<file path="config.mk">
export PLATFORM = sky130hd
export DESIGN_NAME = pic_host_if
export DESIGN_NICKNAME = d
export VERILOG_FILES = /design/src/rtl/pic_host_if_pkg.sv /design/src/rtl/pic_host_if_sync2.sv /design/src/rtl/pic_host_if.sv
export SDC_FILE = /design/constraint.sdc
export NUM_CORES = 1
export LEC_CHECK = 0
export BUFFER_PORTS_ARGS = -buffer_cell sky130_fd_sc_hd__buf_2
export CORE_MARGIN = 4
export CORE_UTILIZATION = 40
export DETAILED_ROUTE_END_ITERATION = 8
export GPL_TIMING_DRIVEN = 0
export SLEW_MARGIN = 15
export SYNTH_ARGS = -nofsm -noshare
export SYNTH_HDL_FRONTEND = slang
export SYNTH_SLANG_ARGS = --single-unit
</file>
<file path="constraint.sdc">
create_clock -name clk -period 4.6 [get_ports clk]
set_input_delay 0.92 -clock clk [delete_from_list [all_inputs] [get_ports clk]]
set_output_delay 0.92 -clock clk [all_outputs]
set_load 0.02 [all_outputs]
</file>
<file path="src/rtl/pic_host_if_pkg.sv">
// Shared encodings for the interrupt-controller host interface: one-hot FSM states
// and the controller's OCW2/OCW3 command field constants.
package pic_host_if_pkg;

    typedef enum logic [6:0] {
        S_IDLE    = 7'b000_0001,
        S_ACK1    = 7'b000_0010,
        S_GAP     = 7'b000_0100,
        S_ACK2    = 7'b000_1000,
        S_DELIVER = 7'b001_0000,
        S_EOI_WR  = 7'b010_0000,
        S_EOI_REC = 7'b100_0000
    } state_e;

    // Bits [4:3] of a command byte select the OCW type.
    localparam logic [1:0] OCW2_SEL    = 2'b00;
    localparam logic [1:0] OCW3_SEL    = 2'b01;
    localparam logic [1:0] OCW3_RD_IRR = 2'b10;
    localparam logic [1:0] OCW3_RD_ISR = 2'b11;
    localparam logic [2:0] OCW2_NS_EOI = 3'b001;

    localparam logic [7:0] EOI_CMD_DEF = {OCW2_NS_EOI, OCW2_SEL, 3'b000};

    function automatic logic [7:0] ocw3_read(input logic sel_isr);
        return {3'b000, OCW3_SEL, 1'b0, sel_isr ? OCW3_RD_ISR : OCW3_RD_IRR};
    endfunction

endpackage

</file>
<file path="src/rtl/pic_host_if_sync2.sv">
// Two-flop synchronizer for asynchronous level inputs; 2-cycle latency, no backpressure.
module pic_host_if_sync2 #(
    parameter int W = 1
) (
    input  logic         clk,
    input  logic         rst,
    input  logic [W-1:0] d_i,
    output logic [W-1:0] q_o
);

    logic [W-1:0] meta_q;
    logic [W-1:0] sync_q;

    always_ff @(posedge clk or posedge rst) begin
        if (rst) begin
            meta_q <= '0;
            sync_q <= '0;
        end else begin
            meta_q <= d_i;
            sync_q <= meta_q;
        end
    end

    assign q_o = sync_q;

endmodule

</file>
<file path="src/rtl/pic_host_if.sv">
// CPU-side bus master for the interrupt controller: two-pulse INTA vector fetch and EOI write.
// intr->vec_valid latency 3+2*PULSE_CYC+GAP_CYC; vector held in DELIVER until vec_ack.
module pic_host_if
    import pic_host_if_pkg::*;
#(
    parameter int unsigned PULSE_CYC = 4,
    parameter int unsigned GAP_CYC   = 2,
    parameter logic [7:0]  EOI_CMD   = EOI_CMD_DEF
) (
    input  logic       clk,
    input  logic       rst,
    input  logic       intr,
    input  logic       int_en,
    output logic       vec_valid,
    output logic [7:0] vector,
    input  logic       vec_ack,
    input  logic       eoi_req,
    output logic       eoi_done,
    output logic       inta_n,
    output logic       cs_n,
    output logic       wr_n,
    output logic       rd_n,
    output logic       a0,
    output logic [7:0] d_out,
    output logic       d_oe,
    input  logic [7:0] d_in
);

    localparam logic [3:0] PULSE_LD = 4'(PULSE_CYC - 1);
    localparam logic [3:0] GAP_LD   = 4'(GAP_CYC - 1);

    state_e     state_q, state_d;
    logic [3:0] cnt_q, cnt_d;
    logic       hold_q, hold_d;
    logic       intr_s;

    logic       inta_n_q;
    logic       strobe_n_q;
    logic       d_oe_q;
    logic [7:0] d_out_q;
    logic       vec_valid_q;
    logic [7:0] vector_q;
    logic       eoi_done_q;

    pic_host_if_sync2 #(.W(1)) u_intr_sync (
        .clk (clk),
        .rst (rst),
        .d_i (intr),
        .q_o (intr_s)
    );

    always_comb begin
        state_d = state_q;
        cnt_d   = cnt_q;
        hold_d  = hold_q;
        unique case (state_q)
            S_IDLE: begin
                if (eoi_req) begin
                    state_d = S_EOI_WR;
                    cnt_d   = PULSE_LD;
                    hold_d  = 1'b0;
                end else if (intr_s && int_en) begin
                    state_d = S_ACK1;
                    cnt_d   = PULSE_LD;
                end
            end
            S_ACK1: begin
                if (cnt_q == 4'd0) begin
                    state_d = S_GAP;
                    cnt_d   = GAP_LD;
                end else begin
                    cnt_d = cnt_q - 4'd1;
                end
            end
            S_GAP: begin
                if (cnt_q == 4'd0) begin
                    state_d = S_ACK2;
                    cnt_d   = PULSE_LD;
                end else begin
                    cnt_d = cnt_q - 4'd1;
                end
            end
            S_ACK2: begin
                if (cnt_q == 4'd0) begin
                    state_d = S_DELIVER;
                end else begin
                    cnt_d = cnt_q - 4'd1;
                end
            end
            S_DELIVER: begin
                if (vec_ack) begin
                    state_d = S_IDLE;
                end
            end
            S_EOI_WR: begin
                // One extra cycle with strobes released but data still driven.
                if (hold_q) begin
                    state_d = S_EOI_REC;
                    cnt_d   = GAP_LD;
                    hold_d  = 1'b0;
                end else if (cnt_q == 4'd0) begin
                    hold_d = 1'b1;
                end else begin
                    cnt_d = cnt_q - 4'd1;
                end
            end
            S_EOI_REC: begin
                if (cnt_q == 4'd0) begin
                    state_d = S_IDLE;
                end else begin
                    cnt_d = cnt_q - 4'd1;
                end
            end
            default: begin
                state_d = S_IDLE;
                cnt_d   = 4'd0;
                hold_d  = 1'b0;
            end
        endcase
    end

    // Outputs are registered from the next state so they align with state_q.
    always_ff @(posedge clk or posedge rst) begin
        if (rst) begin
            state_q     <= S_IDLE;
            cnt_q       <= 4'd0;
            hold_q      <= 1'b0;
            inta_n_q    <= 1'b1;
            strobe_n_q  <= 1'b1;
            d_oe_q      <= 1'b0;
            d_out_q     <= 8'h00;
            vec_valid_q <= 1'b0;
            vector_q    <= 8'h00;
            eoi_done_q  <= 1'b0;
        end else begin
            state_q     <= state_d;
            cnt_q       <= cnt_d;
            hold_q      <= hold_d;
            inta_n_q    <= !((state_d == S_ACK1) || (state_d == S_ACK2));
            strobe_n_q  <= !((state_d == S_EOI_WR) && !hold_d);
            d_oe_q      <= (state_d == S_EOI_WR);
            d_out_q     <= (state_d == S_EOI_WR) ? EOI_CMD : 8'h00;
            vec_valid_q <= (state_d == S_DELIVER);
            eoi_done_q  <= (state_d == S_EOI_REC) && (cnt_d == 4'd0);
            if ((state_q == S_ACK2) && (cnt_q == 4'd0)) begin
                vector_q <= d_in;
            end
        end
    end

    assign inta_n    = inta_n_q;
    assign cs_n      = strobe_n_q;
    assign wr_n      = strobe_n_q;
    assign rd_n      = 1'b1;
    assign a0        = 1'b0;
    assign d_oe      = d_oe_q;
    assign d_out     = d_out_q;
    assign vec_valid = vec_valid_q;
    assign vector    = vector_q;
    assign eoi_done  = eoi_done_q;

endmodule

</file>
==> key figures, run 1 <==
Route
  – Final antenna-violating net count: 0
  – Routed vias: 1220
  – Initial DRT Pass Iterations: 4
  – DRC violation count after routing: 0
  – Number of DRC markers in iteration 0: 74
  – Final wirelength: roughly 3.3 mm
  – Via-per-instance ratio: slightly above 5
  – Wire per inst: around 14 µm

Global route
  – Met3 track demand over resource: 3.623%
  – Global-route wire length before repair: 5.733 mm
  – Met1 Track Usage GR: between 10% and 20%
  – Vias in the first global route: between 1000 and 1500
  – Tot GR Track Use: 14.55%
  – Met2 demand-to-capacity share in global routing: 24.47%
  – Number of antenna violations at the first check in global routing: 0
  – Most Crowded Layer GR: met2
  – Pin count of the biggest net entering global routing: 28
  – Total grt overflow: 0

Place
  – Pre-CTS worst setup slack: 1.620 ns
  – Number of placed instances with taps included: approximately 240
  – Global placer's final weighted congestion: 0.8541
  – Number of buffers added on ports: 28
  – Detail Placement HPWL: 2.423 mm

Floorplanning
  – Number of top-level pins: 38
  – DIE AREA: 0.004826 mm²
  – Core footprint: 0.003661 mm²
  – Die width: 69.47 µm
  – Row count: 22
  – Effective utilization at floorplan: 41.29%
  – Height of the die: 69.47 µm

Timing
  – Final number of setup-violating endpoints: 0
  – Setup repair after global routing missed its margin: no
  – Layout Skew: roughly 0.010 ns
  – Final critical-path setup slack: 1.581 ns
  – Relative max-transition margin: 36.23%
  – Setup TNS Final: 0 ns
  – Share of the clock period used by the worst path: 65.63%
  – Post-layout min period: 3.019 ns
  – Maximum frequency from static timing analysis: 331.2 MHz
  – Final hold violation count: 0
  – Max-slew violations: 0
  – Transition time of the tightest slew-check pin: 0.9506 ns

Job
  – Number of max-cap violations: 0

Logic synthesis
  – Largest cells by area after synthesis: dfrtp_1, mux2_2, buf_4
  – Flip-flop cell with the highest count after synthesis: dfrtp_1
  – Number of synthesized flops with an enable pin: 0
  – Mapped Avg Cell Area: 9.815 µm²
  – Sequential fraction of the synthesis area: between 40% and 50%
  – Yosys top cell by area: dfrtp_1
  – Fraction of registers with async set/reset: 100.0%
  – Count of synthesis-stage warnings from yosys: 0
  – Mapped Cells: about 150
  – Most repeated cell in the gate-level netlist after synthesis: dfrtp_1
  – Ranking of synthesized cells by instance count: dfrtp_1, nor2_1, buf_4
  – Area of the mapped netlist: 0.001511 mm²
  – Flip-flop and latch count after synthesis: 27
  – Top-area cell type share of the netlist area: 39.74%
  – Number of distinct library cells after synthesis: 47

Critical path
  – RR Startpoint: cnt_q[0]$_DFF_PP0_
  – Cell count of the worst reg-to-reg path: 8
  – Slowest CP cell: nor3b_2
  – Worst setup slack for register-to-register paths: ~1.6 ns
  – Critical Path AT: roughly 3.2 ns
  – Crit path kind: register to register
  – Kind of end point of the critical path: register
  – End of the worst register-to-register path: eoi_done$_DFF_PP0_
  – Crit-path max cell delay: about 0.56 ns
  – Critical path startpoint category: register
  – Maximum fanout count along the critical path: 8
  – CP required: 4.75 ns
  – Crit path cell chain: inv_1 -> ha_1 -> nor3b_2 -> inv_1 -> ha_1 -> o21a_1 -> a2111o_1 -> a2111oi_0

Clocking
  – Count of hold buffers inserted by post-cts repair: 0
  – Setup Fix Bufs, Post-CTS: 0
  – Clock latency on the worst-skew pair: roughly 0.28 ns
  – Maximum count of clock buffers along a single path: 2
  – CTS H-tree depth: 1
  – TritonCTS clock tree: yes
  – Reg clk slew, reported paths: 0.10 ns
  – Post-cts resize count: 0
  – Number of clock sinks: 27
  – CTS buffer count: 3
  – Cell chosen for the clock root: clkbuf_8

Power and ir drop
  – Max rail drop VDD: roughly 230 µV
  – Switching part of the total: a little over two fifths
  – PnR Total Power: 874.6 µW
  – Cell area power density: 490.2 mW/mm²
  – Static Leakage: 0.8490 nW
  – Sequential group share of total power: a little over a third
  – Combinational share of power: 48.2%
  – Internal Power: just over 500 µW
  – Sw Pwr: 368.3 µW
  – Power share of the clock group: 15.6%

Cells and area
  – Ant diodes: 0
  – Share of cells above drive strength 1: 33.68%
  – Cell Count, Final, Fillers Out: 241
  – Fin util: 48.74%
  – Total Nets Final: 210
  – Area Growth Syn to Fin: 18.05%
  – Number of fill cells in the layout: about 350

Hold path
  – Startpoint of the lowest-slack hold path: u_intr_sync.meta_q$_DFF_PP0_
  – Type of the most critical hold path: register to register
  – Hold Crit Endpoint: u_intr_sync.q_o$_DFF_PP0_
  – Worst hold path depth: 0

Status
  – Outcome: finished, final reports clean
per-layer routing:
layer / wire [µm] / part of all wire (%) / vias up
li1: - / - / 606
met1: 1405 / 43 / 569
met2: 1616 / 49 / 38
met3: 168 / 5.1 / 7
met4: 82 / 2.5 / 0
met5: 0 / 0 / -
stage by stage:
step | hold WS (ns) | area (µm²)
finish | 0.3612 | 1784
CTS | 0.3679 | 1784
floorplan | 0.3312 | 1538
global route | 0.3746 | 1784
global placement | 0.3358 | 1738
detailed placement | 0.3465 | 1738
power groups by stage:
stage,clock network (mW),logic (mW),registers [mW]
2_1_floorplan,0,0.303,0.329
3_3_place_gp,0,0.409,0.318
3_5_place_dp,0,0.417,0.321
4_1_cts,0.144,0.419,0.317
5_1_grt,0.154,0.468,0.322
6_report,0.137,0.421,0.317
cell families after synthesis:
kind of cell	Yosys count	share of synthesized area, %
AOI/OAI and AO/OA	38	17.72
xor gates and xnor gates	2	1.159
adders and majority gates	2	1.655
buffers and inverters	26	9.685
DFF	27	44.95
muxes	8	5.961
other	2	0.4969
and+or+nand+nor	49	18.38
cells in the final DEF (no fill, tap or decap), types with 3 or more instances in the layout:
master	instances
o21ai_0	6
mux2_2	8
inv_1	7
dfstp_2	3
nor2_1	12
buf_2	34
nand2_1	6
nand2b_1	6
buf_4	11
dfrtp_1	24
nand3b_1	3
clkbuf_8	3
nand3_1	3
a21oi_1	8
nor3_1	6
o2bb2ai_1	3
conb_1	9
worst max path at each step:
stage	endpoint	startpoint
3_3_place_gp	eoi_done$_DFF_PP0_	cnt_q[0]$_DFF_PP0_
5_1_grt	eoi_done$_DFF_PP0_	cnt_q[0]$_DFF_PP0_
2_1_floorplan	eoi_done$_DFF_PP0_	cnt_q[0]$_DFF_PP0_
3_5_place_dp	eoi_done$_DFF_PP0_	cnt_q[0]$_DFF_PP0_
6_report	eoi_done$_DFF_PP0_	cnt_q[0]$_DFF_PP0_
4_1_cts	eoi_done$_DFF_PP0_	cnt_q[0]$_DFF_PP0_
sequential cells by signal (all words and copies together), names as in the netlist:
signal              count
cnt_q                   4
cs_n                    1
d_out                   1
eoi_done                1
hold_q                  1
inta_n                  1
state_q                 7
u_intr_sync.meta_q      1
u_intr_sync.q_o         1
vec_valid               1
vector                  8
area by class of cell:
class	instances	area (µm²)	area share [%]
timing repair buffer	28	140.1	7.854
clock inverter	1	5.005	0.2805
inverter	8	30.03	1.683
clock buffer	3	41.29	2.314
multi-input combinational	108	711.9	39.90
sequential	27	679.4	38.08
tap	48	60.06	3.366
buffer	18	116.4	6.522
worst max-delay path, delay by kind of cell (launching register included):
family          cells  cell delay, ns
simple gates        1            0.56
compound gates      3            0.95
buf+inv             2            0.32
flops               1            0.45
fa+ha+maj           2            0.62
Power figures use the tool's default switching activity.
==> inputs of run 2 (changes only) <==
--- a/config.mk
+++ b/config.mk
@@ -5,6 +5,7 @@
 export SDC_FILE = /design/constraint.sdc
 export NUM_CORES = 1
 export LEC_CHECK = 0
+export ABC_AREA = 1
 export BUFFER_PORTS_ARGS = -buffer_cell sky130_fd_sc_hd__buf_2
 export CORE_MARGIN = 4
 export CORE_UTILIZATION = 40
==> constraint.sdc (replaced) <==
create_clock -name clk -period 3 [get_ports clk]
set_input_delay 0.6 -clock clk [delete_from_list [all_inputs] [get_ports clk]]
set_output_delay 0.6 -clock clk [all_outputs]
set_load 0.02 [all_outputs]
==> run 2 against run 1 <==
Against the previous run: core utilization up 0.20 points; final cell count up 11%; sequential power up 54%; worst setup slack worse by 0.41 ns; first-iteration DRC count up 2.7%; maximum frequency up 65%; cell area up 0.42%; clock power up 66%; wire length down 5.6%; global-route usage down 1.8 points; total power up 54%.
==> key figures, run 2 <==
Critical path
  – Cell family with most CP delay: adder cells
  – Critical Path AT: 2.05 ns (-1.12 ns)
  – CP required: 3.22 ns (-1.53 ns)
  – Maximum fanout count along the critical path: 8 (unchanged)
  – Critical path startpoint category: register
  – Path length in cells of the critical path: 9 (+1)
  – Crit path cell chain: inv_1 -> ha_1 -> nand3_2 -> ha_1 -> nand2_1 -> inv_1 -> nor2_1 -> nand2_1 -> nor2_1
  – Kind of end point of the critical path: register
  – Cell count of the worst reg-to-reg path: 9 (+1)
  – Slowest CP cell: dfrtp_1
  – Crit-path max cell delay: 0.39 ns (-0.17 ns)
  – Count of buffering cells on the critical path with inverters included: 2 (unchanged)
  – Crit path kind: register to register

Clocking
  – Reg clk slew, reported paths: 0.10 ns (about the same)
  – Post-cts resize count: 0 (unchanged)
  – Cell chosen for the clock root: clkbuf_8
  – Maximum count of clock buffers along a single path: 2 (unchanged)
  – Clock latency on the worst-skew pair: 0.28 ns (about the same)
  – Setup Fix Bufs, Post-CTS: 0 (unchanged)
  – CTS H-tree depth: 1 (unchanged)
  – Number of clock sinks: 27 (unchanged)
  – Count of hold buffers inserted by post-cts repair: 0 (unchanged)
  – TritonCTS clock tree: yes
  – CTS buffer count: 3 (unchanged)

Floorplanning
  – DIE AREA: 0.004837 mm² (+0.22%)
  – Die width: 69.55 µm (+0.11%)
  – Height of the die: 69.55 µm (+0.11%)
  – Row count: 22 (unchanged)
  – Core footprint: 0.003661 mm² (unchanged)
  – Effective utilization at floorplan: 41.39% (+0.10 points)
  – Number of top-level pins: 38 (unchanged)

Route
  – Final wirelength: 3.088 mm (-5.6%)
  – Via-per-instance ratio: 4.715 (-6.9%)
  – Number of DRC markers in iteration 0: 76 (+2.7%)
  – Routed vias: 1259 (+3.2%)
  – Final antenna-violating net count: 0 (unchanged)
  – Initial DRT Pass Iterations: 5 (+1)
  – DRC violation count after routing: 0 (unchanged)
  – Wire per inst: 11.57 µm (-15%)

Logic synthesis
  – Count of synthesis-stage warnings from yosys: 0 (unchanged)
  – Number of synthesized flops with an enable pin: 0 (unchanged)
  – Flip-flop cell with the highest count after synthesis: dfrtp_1
  – Top-area cell type share of the netlist area: 39.64% (-0.098 points)
  – Ranking of synthesized cells by instance count: nand2_1, dfrtp_1, inv_1, nor2_1, nand3_1
  – Most repeated cell in the gate-level netlist after synthesis: nand2_1
  – Fraction of registers with async set/reset: 100.0% (unchanged)
  – Mapped Cells: 180 (+17%)
  – Area of the mapped netlist: 0.001515 mm² (+0.25%)
  – Number of distinct library cells after synthesis: 27 (-43%)
  – Mapped Avg Cell Area: 8.418 µm² (-14%)
  – Yosys top cell by area: dfrtp_1
  – Flip-flop and latch count after synthesis: 27 (unchanged)
  – Largest cells by area after synthesis: dfrtp_1, nand2_1, mux2_2
  – Sequential fraction of the synthesis area: 44.84% (-0.11 points)

Timing
  – Setup TNS Final: 0 ns (unchanged)
  – Post-layout min period: 1.830 ns (-1.189 ns)
  – WHS: 0.3610 ns (-0.0002480 ns)
  – Maximum frequency from static timing analysis: 546.5 MHz (+65%)
  – Share of the clock period used by the worst path: 60.99% (-4.6 points)
  – Setup repair after global routing missed its margin: no
  – Final number of setup-violating endpoints: 0 (unchanged)
  – Layout Skew: 0.004525 ns (-0.005923 ns)
  – Max-slew violations: 0 (unchanged)
  – Relative max-transition margin: 33.36% (-2.9 points)
  – Final hold violation count: 0 (unchanged)
  – Transition time of the tightest slew-check pin: 0.9986 ns (+0.04793 ns)

Cells and area
  – Most common cell after layout, fill and taps aside: nand2_1
  – Ant diodes: 0 (unchanged)
  – Total Nets Final: 236 (+12%)
  – Cell area after layout: 0.001792 mm² (+0.42%)
  – Most used cells in the layout excluding fill and tap cells: nand2_1, buf_2, dfrtp_1, inv_1, nor2_1
  – Max FFs per register: 8 (unchanged)
  – Share of cells above drive strength 1: 34.25% (+0.57 points)
  – Area Growth Syn to Fin: 18.25%
  – Number of fill cells in the layout: 379 (+7.4%)

Power and ir drop
  – Max rail drop VDD: 327.8 µV (+45%)
  – Static Leakage: 0.9515 nW (+12%)
  – Cell area power density: 754.1 mW/mm² (+54%)
  – PnR Total Power: 1.351 mW (+54%)

Status
  – Outcome: finished, final reports clean

Global route
  – Number of antenna violations at the first check in global routing: 0 (unchanged)
  – Tot GR Track Use: 12.77% (-1.8 points)
  – Global-route wire length before repair: 5.016 mm (-13%)
  – Total grt overflow: 0 (unchanged)
  – Vias in the first global route: 1131 (-12%)
  – Pin count of the biggest net entering global routing: 28 (unchanged)

Place
  – Global placer's final weighted congestion: 0.8920 (+4.4%)
  – Placed cell areas: 0.001742 mm² (+0.22%)
  – Detail Placement HPWL: 2.447 mm (+0.99%)
  – Number of buffers added on ports: 28 (unchanged)

Job
  – Number of max-cap violations: 0 (unchanged)

Hold path
  – Worst hold path depth: 0 (unchanged)
  – Type of the most critical hold path: register to register
run 2: changes by cell type after synthesis, moves of 6 or more:
cell      before  now
inv_1          8   19
nand2_1        6   32
nand2b_1       6    0
buf_2          6    0
nand3_1        3   12
nor2_1        12   19
run 2: final timing paths:
| check | startpoint | to | slack (ns) |
|---|---|---|---|
| setup reg to reg | cnt_q[0]$_DFF_PP0_ | eoi_done$_DFF_PP0_ | 1.17 |
| max in group asynchronous | rst | cnt_q[3]$_DFF_PP0_ | 1.86 |
| hold reg to reg | u_intr_sync.meta_q$_DFF_PP0_ | u_intr_sync.q_o$_DFF_PP0_ | 0.36 |
| min in group asynchronous | rst | vec_valid$_DFF_PP0_ | 0.53 |
| hold / removal | u_intr_sync.meta_q$_DFF_PP0_ | u_intr_sync.q_o$_DFF_PP0_ | 0.36 |
| setup / recovery | cnt_q[0]$_DFF_PP0_ | eoi_done$_DFF_PP0_ | 1.17 |
run 2: area by class of cell:
| class | count | area (µm²) | share of cell area (%) |
|---|---|---|---|
| buffer | 11 | 82.58 | 4.609 |
| clock inverter | 1 | 8.758 | 0.4888 |
| sequential | 27 | 679.4 | 37.92 |
| tap | 48 | 60.06 | 3.352 |
| timing repair buffer | 28 | 140.1 | 7.821 |
| inverter | 23 | 86.33 | 4.818 |
| multi-input combinational | 126 | 693.2 | 38.69 |
| clock buffer | 3 | 41.29 | 2.304 |
run 2: logic make-up (layout without fill, tap and decap cells):
kind of cell	Yosys count	count (layout)	synth area share (%)
and+or+nand+nor	85	85	27.58
buffers and inverters	34	66	11.15
DFF	27	27	44.84
AOI/OAI and AO/OA	22	22	8.339
other	2	9	0.4956
muxes	8	8	5.946
adders and majority gates	2	2	1.651
run 2: power by group:
part / leakage, nW / internal [mW] / switching (mW) / total [mW]
clock: 0.0261 / 0.0979 / 0.129 / 0.227
sequential: 0.337 / 0.438 / 0.0509 / 0.489
combinational: 0.588 / 0.211 / 0.424 / 0.636
total: 0.952 / 0.747 / 0.604 / 1.35
run 2: worst reg2reg max path, stage by stage (launching register included):
cell and delay [ns]:
dfrtp_1 0.39, inv_1 0.13, ha_1 0.28, nand3_2 0.21, ha_1 0.33, nand2_1 0.06, inv_1 0.03, nor2_1 0.15
nand2_1 0.08, nor2_1 0.10
run 2: per-stage QoR:
stage,std cells,setup slack [ns],utilization (%)
2_1_floorplan,187,1.473,-
3_3_place_gp,263,1.185,47.57
3_5_place_dp,263,1.191,47.57
4_1_cts,267,1.163,48.94
5_1_grt,267,0.9575,48.94
6_report,267,1.170,48.94
run 2: routing by layer:
layer | global-route usage (%) | vias up | wire length, µm
met3 | 2.899 | 4 | 215
met1 | 17.14 | 576 | 1425
met2 | 20.44 | 39 | 1410
li1 | - | 640 | -
met4 | 3.905 | 0 | 36
met5 | 0 | - | 0
==> inputs of run 3 (changes only) <==
==> constraint.sdc (replaced) <==
create_clock -name clk -period 1.8 [get_ports clk]
set_input_delay 0.36 -clock clk [delete_from_list [all_inputs] [get_ports clk]]
set_output_delay 0.36 -clock clk [all_outputs]
set_load 0.02 [all_outputs]
==> run 3 against run 2 <==
Against the previous run: worst setup slack got worse by 1.0 ns; sequential power rose by 68%; combinational power rose by 89%; first-iteration DRC count fell by 26%; total power rose by 78%; count of clock-buffer cells in the layout did not move; critical path type unchanged; highest routed layer unchanged.
==> key figures, run 3 (synthesis gave the netlist of run 2 again) <==
Status
  – Outcome: finished, final reports clean

Floorplanning
  – Effective utilization at floorplan: 41.39% (unchanged)
  – Number of top-level pins: 38 (unchanged)
  – DIE AREA: 0.004837 mm² (unchanged)
  – Die width: 69.55 µm (unchanged)
  – Row count: 22 (unchanged)
  – Core footprint: 0.003661 mm² (unchanged)
  – Height of the die: 69.55 µm (unchanged)

Global route
  – Most Crowded Layer GR: met2
  – Pin count of the biggest net entering global routing: 28 (unchanged)
  – Tot GR Track Use: 12.89% (+0.12 points)
  – Met3 track demand over resource: 2.899% (unchanged)
  – Number of antenna violations at the first check in global routing: 0 (unchanged)
  – Total grt overflow: 0 (unchanged)
  – Global-route wire length before repair: 5.057 mm (+0.82%)
  – Met1 Track Usage GR: 17.23% (+0.091 points)
  – Vias in the first global route: 1135 (+0.35%)
  – Met2 demand-to-capacity share in global routing: 20.76% (+0.32 points)

Power and ir drop
  – Static Leakage: 0.9665 nW (+1.6%)
  – Max rail drop VDD: 548.3 µV (+67%)
  – PnR Total Power: 2.404 mW (+78%)
  – Cell area power density: 1309 mW/mm² (+74%)

Timing
  – Relative max-transition margin: 33.47% (+0.11 points)
  – Maximum frequency from static timing analysis: 608.2 MHz (+11%)
  – Final hold violation count: 0 (unchanged)
  – WHS: 0.1772 ns (-0.1838 ns)
  – Final critical-path setup slack: 0.1559 ns (-1.014 ns)
  – Setup TNS Final: 0 ns (unchanged)
  – Post-layout min period: 1.644 ns (-0.1857 ns)
  – Setup repair after global routing missed its margin: no
  – Share of the clock period used by the worst path: 91.34% (+30 points)
  – Max-slew violations: 0 (unchanged)
  – Final number of setup-violating endpoints: 0 (unchanged)
  – Transition time of the tightest slew-check pin: 0.9969 ns (-0.001696 ns)
  – Layout Skew: 0.003134 ns (-0.001391 ns)

Critical path
  – Critical Path AT: 1.82 ns (-0.23 ns)
  – Critical path startpoint category: register
  – Slowest CP cell: dfrtp_1
  – Kind of end point of the critical path: register
  – CP required: 1.98 ns (-1.24 ns)
  – CP most frequent cell: nand2_2
  – Maximum fanout count along the critical path: 10 (+2)
  – Crit path kind: register to register
  – Crit-path max cell delay: 0.41 ns (+0.02 ns)
  – Crit path cell chain: inv_2 -> ha_4 -> nand2_2 -> nor2_4 -> buf_4 -> nand2_2 -> mux2_2

Cells and area
  – Reg area: 679.4 µm² (unchanged)
  – Cell Count, Final, Fillers Out: 270 (+1.1%)
  – Total Nets Final: 239 (+1.3%)
  – Number of fill cells in the layout: 372 (-1.8%)
  – Max FFs per register: 8 (unchanged)
  – Most used cells in the layout excluding fill and tap cells: nand2_1, buf_2, dfrtp_1, nor2_1, inv_1
  – Area Growth Syn to Fin: 21.22%
  – Total area of multi-input combinational cells: 715.7 µm² (+3.2%)
  – Share of cells above drive strength 1: 36.94% (+2.7 points)
  – Most common cell after layout, fill and taps aside: nand2_1
  – Ant diodes: 0 (unchanged)

Clocking
  – Cell chosen for the clock root: clkbuf_8
  – Reg clk slew, reported paths: 0.10 ns (about the same)
  – CTS buffer count: 3 (unchanged)
  – Number of clock sinks: 27 (unchanged)
  – CTS H-tree depth: 1 (unchanged)
  – Maximum count of clock buffers along a single path: 2 (unchanged)
  – Clock latency on the worst-skew pair: 0.28 ns (about the same)
  – TritonCTS clock tree: yes

Hold path
  – Type of the most critical hold path: primary input to register

Route
  – Initial DRT Pass Iterations: 4 (-1)
  – Number of DRC markers in iteration 0: 56 (-26%)
  – Final wirelength: 3.166 mm (+2.5%)
  – Routed vias: 1269 (+0.79%)
  – Final antenna-violating net count: 0 (unchanged)
  – Via-per-instance ratio: 4.700 (-0.33%)
  – Wire per inst: 11.73 µm (+1.4%)
  – DRC violation count after routing: 0 (unchanged)

Place
  – Global placer's final weighted congestion: 0.8920 (unchanged)
  – Detail Placement HPWL: 2.447 mm (unchanged)
  – Pre-CTS worst setup slack: -0.009463 ns (-1.200 ns)
  – Number of buffers added on ports: 28 (unchanged)
  – Number of placed instances with taps included: 263 (unchanged)

Job
  – Number of max-cap violations: 0 (unchanged)
-- run 3: cell types whose count changed in the layout (fill, tap and decap cells not counted), sizes merged --
cell / change
buf: +3
-- run 3: metrics by stage --
| step | utilization (%) | instance area (µm²) |
|---|---|---|
| 4_1_cts | 49.01 | 1794 |
| 6_report | 50.17 | 1837 |
| 2_1_floorplan | - | 1541 |
| 3_5_place_dp | 47.57 | 1742 |
| 3_3_place_gp | 47.57 | 1742 |
| 5_1_grt | 50.17 | 1837 |
-- run 3: final cells by class --
type / count / area share (%)
Clock buffer: 3 / 2.248
Sequential cell: 27 / 36.99
Timing Repair Buffer: 31 / 8.856
Tap cell: 48 / 3.270
Multi-Input combinational cell: 126 / 38.96
Buffer: 11 / 4.496
Clock inverter: 1 / 0.4768
Inverter: 23 / 4.700
-- run 3: where the power goes --
part / switching (mW) / internal [mW]
clock: 0.217 / 0.163
sequential: 0.0901 / 0.730
combinational: 0.745 / 0.459
total: 1.05 / 1.35
-- run 3: critical path: cells and delay by family (launching register included) --
family | cells | cell delay (ns)
buffers and inverters | 2 | 0.26
adders and majority gates | 1 | 0.18
muxes | 1 | 0.32
DFF | 1 | 0.41
and+or+nand+nor | 3 | 0.36
-- run 3: worst paths after layout --
check	startpoint	to	slack (ns)	cells after the start
worst max-delay path	cnt_q[0]$_DFF_PP0_	vector[5]$_DFFE_PP0P_	0.16	7
worst min-delay path	intr	u_intr_sync.meta_q$_DFF_PP0_	0.18	1
worst max register to register	cnt_q[0]$_DFF_PP0_	vector[5]$_DFFE_PP0P_	0.16	7
worst min register to register	u_intr_sync.meta_q$_DFF_PP0_	u_intr_sync.q_o$_DFF_PP0_	0.36	0
max in group asynchronous	rst	cnt_q[3]$_DFF_PP0_	0.91	2
min in group asynchronous	rst	vec_valid$_DFF_PP0_	0.29	2
-- run 3: layer usage --
| layer | up-vias | share of wire [%] | wire length [µm] |
|---|---|---|---|
| li1 | 644 | - | - |
| met5 | - | 0 | 0 |
| met2 | 39 | 47 | 1488 |
| met1 | 582 | 45 | 1416 |
| met3 | 4 | 7.1 | 225 |
| met4 | 0 | 1.1 | 36 |
-- run 3: timing repair --
item	4_1_cts	5_1_grt
pin swaps	0	1
gates resized for setup	1	5
setup buffers	0	3
setup endpoints to repair	1	10
hold buffers	0	0
